File: src/rtl/stv_arb_pkg.sv
// Shared types and helpers for the stv round-robin arbiters.
// Holds the arbiter state enum and the index-width helper.
package stv_arb_pkg;

   typedef enum logic {
      ARB_IDLE   = 1'b0,
      ARB_LOCKED = 1'b1
   } arb_state_e;

   // Width needed to index n items; never less than one bit.
   function automatic int idx_w(input int n);
      return (n <= 2) ? 1 : $clog2(n);
   endfunction

endpackage

File: src/rtl/stv_rr_pick.sv
// Combinational rotate-priority picker: first set request at or after prio,
// scanning upward with wrap-around.
module stv_rr_pick
   import stv_arb_pkg::*;
#(
   parameter  int NREQ = 4,
   localparam int IDXW = idx_w(NREQ)
) (
   input  logic [NREQ-1:0] req,
   input  logic [IDXW-1:0] prio,
   output logic            any,
   output logic [IDXW-1:0] winner,
   output logic [NREQ-1:0] onehot
);

   logic [IDXW-1:0] idx;

   // Scan offsets from farthest to nearest so the nearest set request is written last.
   always_comb begin
      any    = 1'b0;
      winner = '0;
      idx    = '0;
      for (int k = NREQ - 1; k >= 0; k--) begin
         idx = IDXW'((int'(prio) + k) % NREQ);
         if (req[idx]) begin
            any    = 1'b1;
            winner = idx;
         end
      end
      onehot = any ? (NREQ'(1) << winner) : '0;
   end

endmodule

File: src/rtl/stv_fifo_arb.sv
// Round-robin arbiter sharing one ready/valid sink among NREQ requesters,
// with optional packet locking or bounded bursts per grant.
module stv_fifo_arb
   import stv_arb_pkg::*;
#(
   parameter  type DTYPE    = logic [7:0],
   parameter  int  NREQ     = 4,
   parameter  int  LOCK     = 1,
   parameter  int  MAXBEATS = 0,
   localparam int  IDXW     = idx_w(NREQ)
) (
   input  logic                  clk,
   input  logic                  arst,
   input  logic [NREQ-1:0]       req_valid,
   output logic [NREQ-1:0]       req_ready,
   input  DTYPE [NREQ-1:0]       req_data,
   input  logic [NREQ-1:0]       req_last,
   output logic                  out_valid,
   input  logic                  out_ready,
   output DTYPE                  out_data,
   output logic                  out_last,
   output logic [IDXW-1:0]       out_src,
   output logic                  locked
);

   // Handshake: a beat moves when out_valid && out_ready; req_ready mirrors
   // out_ready to the granted requester only, and an offered beat keeps its grant until taken.

   localparam int CW = idx_w(MAXBEATS + 1);

   arb_state_e      state, state_n;
   logic [IDXW-1:0] prio, prio_n;
   logic [IDXW-1:0] owner, owner_n;
   logic [CW-1:0]   cnt, cnt_n;
   logic [IDXW-1:0] src_q;
   logic            hold_q;
   logic            live;

   logic            pick_any;
   logic [IDXW-1:0] pick_idx;
   logic [NREQ-1:0] pick_onehot;
   logic [IDXW-1:0] g;
   logic [NREQ-1:0] grant_onehot;
   logic            have_grant;
   logic            accept;

   function automatic logic [IDXW-1:0] inc_idx(input logic [IDXW-1:0] i);
      return (i == IDXW'(NREQ - 1)) ? '0 : i + 1'b1;
   endfunction

   stv_rr_pick #(.NREQ(NREQ)) u_pick (
      .req    (req_valid),
      .prio   (prio),
      .any    (pick_any),
      .winner (pick_idx),
      .onehot (pick_onehot)
   );

   // live keeps the outputs quiet through reset and the first edge after it.
   always_comb begin
      g            = pick_idx;
      grant_onehot = pick_onehot;
      have_grant   = pick_any;
      if (state == ARB_LOCKED) begin
         g            = owner;
         grant_onehot = NREQ'(1) << owner;
         have_grant   = 1'b1;
      end else if (hold_q) begin
         g            = src_q;
         grant_onehot = NREQ'(1) << src_q;
         have_grant   = 1'b1;
      end
      if (!live) begin
         have_grant = 1'b0;
      end
   end

   assign out_valid = have_grant & req_valid[g];
   assign out_data  = req_data[g];
   assign out_last  = req_last[g];
   assign out_src   = have_grant ? g : src_q;
   assign req_ready = have_grant ? (grant_onehot & {NREQ{out_ready}}) : '0;
   assign accept    = out_valid & out_ready;
   assign locked    = (state == ARB_LOCKED);

   always_comb begin
      state_n = state;
      prio_n  = prio;
      owner_n = owner;
      cnt_n   = cnt;
      if (LOCK != 0) begin
         if (accept) begin
            if (out_last) begin
               state_n = ARB_IDLE;
               prio_n  = inc_idx(g);
            end else if (state == ARB_IDLE) begin
               state_n = ARB_LOCKED;
               owner_n = g;
            end
         end
      end else if (MAXBEATS == 0) begin
         if (accept) begin
            prio_n = inc_idx(g);
         end
      end else begin
         if (state == ARB_LOCKED && !req_valid[owner]) begin
            state_n = ARB_IDLE;
            prio_n  = inc_idx(owner);
            cnt_n   = '0;
         end else if (accept) begin
            if (cnt == CW'(MAXBEATS - 1)) begin
               state_n = ARB_IDLE;
               prio_n  = inc_idx(g);
               cnt_n   = '0;
            end else begin
               state_n = ARB_LOCKED;
               owner_n = g;
               cnt_n   = cnt + 1'b1;
            end
         end
      end
   end

   always_ff @(posedge clk or posedge arst) begin
      if (arst) begin
         state  <= ARB_IDLE;
         prio   <= '0;
         owner  <= '0;
         cnt    <= '0;
         src_q  <= '0;
         hold_q <= 1'b0;
         live   <= 1'b0;
      end else begin
         state  <= state_n;
         prio   <= prio_n;
         owner  <= owner_n;
         cnt    <= cnt_n;
         src_q  <= out_src;
         hold_q <= out_valid & ~out_ready;
         live   <= 1'b1;
      end
   end

   a_params : assert property (@(posedge clk) (NREQ >= 2) && (LOCK == 0 || MAXBEATS == 0));
   a_onehot : assert property (@(posedge clk) disable iff (arst) $onehot0(req_ready));
   a_stable : assert property (@(posedge clk) disable iff (arst)
                               (out_valid && !out_ready) |=> (out_src == $past(out_src)));

endmodule

File: config.mk
export PLATFORM = sky130hd
export DESIGN_NAME = stv_fifo_arb
export DESIGN_NICKNAME = d
export VERILOG_FILES = /design/src/rtl/stv_arb_pkg.sv /design/src/rtl/stv_rr_pick.sv /design/src/rtl/stv_fifo_arb.sv
export SDC_FILE = /design/constraint.sdc
export NUM_CORES = 1
export LEC_CHECK = 0
export ABC_AREA = 1
export BUFFER_PORTS_ARGS = -buffer_cell sky130_fd_sc_hd__buf_2
export CORE_ASPECT_RATIO = 0.8
export CORE_UTILIZATION = 40
export DETAILED_ROUTE_END_ITERATION = 12
export PLACE_DENSITY = 0.72
export SLEW_MARGIN = 20
export SYNTH_ARGS = -nofsm -noshare
export SYNTH_HDL_FRONTEND = slang
export SYNTH_HIERARCHICAL = 1
export SYNTH_SLANG_ARGS = --single-unit
File: constraint.sdc
create_clock -name clk -period 2.8 [get_ports clk]
set_input_delay 0.56 -clock clk [delete_from_list [all_inputs] [get_ports clk]]
set_output_delay 0.56 -clock clk [all_outputs]
set_load 0.05 [all_outputs]
==> reports/qor.csv <==
metric,value,unit
syn_inst,192,
end_kind,output pin,
die_h,49.83,µm
final_nets,317,
insertion_delay,250,ps
rsz0062_at_grt,true,
n_antenna_cell,0,
numPortBuffers,59,
setup_viol,14,
dp_hpwl,2.658,mm
fin_skew,4.623,ps
core,0.002582,mm²
synthXorXnorAreaFrac,0,%
drv_cap,0,
synth_compound_area_share,19.04,%
criticalPathCategory,reg2out,
postRouteAntennaNets,0,
finalCritPeriodShare,104.9,%
antenna_found_initial,0,
cts_root_buf,clkbuf_4,
hold_viol,0,
grt_max_degree,17,
ctsHoldBuffers,0,
path_clk_slew,60,ps
yosysUniqueCellTypes,27,
syn_area_per_cell,5.956,µm²
die_w,61.78,µm
synthAdderAreaFrac,1.094,%
setup_ws,-138.3,ps
max_freq,340.3,MHz
firstDrtPassIters,4,
wl_per_cell,12.00,µm
synth_simple_gate_area_share,49.34,%
ios,60,
violations,setup timing,
drv_slew,0,
wirelength,3.697,mm
start_kind,register,
fill_cells,228,
grt_pass1_vias,1292,
syn-cell-area,0.001144,mm²
final_area,0.001881,mm²
cts.sinks,9,
cp.required,2240,ps
yosys_warnings,6,
syn_to_final_growth,64.44,%
synth_top_family_by_area,simple AND/OR/NAND/NOR gates,
grt_overflow,0,
cts_buffers,3,
rows,16,
drc,0,
stdcell_count,308,
vias_per_cell,4.961,
hold_path_class,in2async,
ys_ff_latch,9,
vias,1528,
ys_seq_area_share,19.69,%
h-tree-depth,1,
first_iter_violations,77,
grtUsageTotal,23.00,%
cts_buffer_depth,2,
cts_tree,built,
gp_congestion,0.9070,
synth_nets,236,
dieArea,0.003078,mm²
fin_crit,2938,ps
drive_gt1_share,54.78,%
status,"finished, violations left",
cp_max_fo,8,
critical_path_arrival,2380,ps
start_util,44.28,%
grt_pass1_wl,5.319,mm
synth_mux_area_share,0,%
placed_area,0.001607,mm²
dp_cells,297,
[per-stage QoR]
| stage | setup slack [ps] | utilization (%) | hold WS (ps) | setup TNS (ps) |
|---|---|---|---|---|
| after global placement | 5.572 | 62.21 | 524.9 | 0 |
| after global routing | -288.0 | 72.82 | 267.3 | -3708 |
| after CTS | -2.978 | 68.31 | 251.5 | -2.978 |
| final | -138.3 | 72.82 | 244.1 | -1475 |
| after floorplan | -156.9 | - | 387.9 | -313.9 |
| after detailed placement | -7.928 | 62.21 | 526.1 | -25.81 |
[worst max-delay path: stages (launching register included)]
cell      delay, ps
dfrtp_2         460
clkinv_4        150
nand2_2         100
nand2_2          70
nand2_2          80
nand2_2          70
o21ai_1         170
nand2_1          90
nand2_2          80
buf_4           100
buf_4           110
nor2_1           40
a221oi_1        300
nor2_1           80
buf_2           220
[cells in the final DEF, fill, tap and decap left out, types with 5 or more instances in the layout]
cell type | netlist | routed
a22oi_2 | 0 | 8
inv_2 | 10 | 9
buf_2 | 3 | 44
nand3_1 | 15 | 10
nand3_2 | 2 | 7
nor2_1 | 11 | 10
nand2_2 | 12 | 23
buf_6 | 0 | 13
buf_4 | 1 | 22
nand4_1 | 5 | 5
nand2_1 | 63 | 49
inv_1 | 16 | 15
a21oi_1 | 16 | 16
dfrtp_1 | 9 | 7
[sequential cells by signal, summed over array words and instances (netlist names)]
register  count
owner         2
prio          2
src_q         2
hold_q        1
live          1
locked        1
[timing repair]
item                       in CTS  in global routing
setup endpoints to repair      13                 16
pin swaps                       5                  3
gates resized for setup        34                 33
buffers inserted                4                  3
[cell usage after synthesis]
library cell / n / area, µm²
buf_2: 3 / 15.01
a31oi_1: 1 / 6.260
o2111ai_1: 1 / 8.760
nand3_1: 15 / 75.07
nor2_1: 11 / 41.29
inv_1: 16 / 60.06
nand3_2: 2 / 20.02
ha_1: 1 / 12.51
nor2_2: 3 / 18.77
nand3_4: 1 / 17.52
a31oi_2: 1 / 12.51
a221oi_1: 2 / 17.52
and2_1: 1 / 6.260
o21ai_1: 2 / 10.01
a21oi_1: 16 / 80.08
nand2_1: 63 / 236.5
nor2_8: 1 / 20.02
nand4_1: 5 / 31.28
o21ai_0: 3 / 15.01
dfrtp_1: 9 / 225.2
conb_1: 1 / 3.750
buf_4: 1 / 7.510
a22oi_1: 8 / 60.06
nor2_4: 2 / 22.52
o21a_1: 1 / 7.510
inv_2: 10 / 37.54
nand2_2: 12 / 75.07
[area by class of cell]
class / count / area, µm² / share of cell area [%]
multi-input combinational: 153 / 927.1 / 49.30
timing repair buffer: 80 / 546.8 / 29.08
sequential: 9 / 227.7 / 12.11
inverter: 26 / 107.6 / 5.722
tap: 36 / 45.04 / 2.395
clock buffer: 4 / 26.28 / 1.397
[cell families after synthesis]
logic type	Yosys count
buffers and inverters	30
other	1
AOI/OAI and AO/OA	35
adders and majority gates	1
DFF	9
and+or+nand+nor	116
[layer usage]
metal  up-vias  global-route usage, %  share of wire (%)  wire, µm
met3         9                  1.837                3.5       128
met4         0                  7.037                2.0        73
li1        790                      -                  -         -
met2        43                  37.10                 48      1776
met1       686                  32.14                 46      1719
met5         -                      0                  0         0
[worst paths after layout]
path | start | endpoint | slack, ps | cells past startpoint
worst max-delay path | prio[0] | req_ready[1] | -140 | 14
worst min-delay path | arst | locked | 240 | 2
worst max register to register | prio[0] | locked | 350 | 18
worst min register to register | owner[1] | owner[1] | 540 | 2
max in group asynchronous | arst | prio[0] | 2300 | 2
min in group clk | out_ready | hold_q | 480 | 2
Power is left out: the tool's default activity adds up to more than one toggle a clock period on the data nets, which glitch-free logic cannot reach.
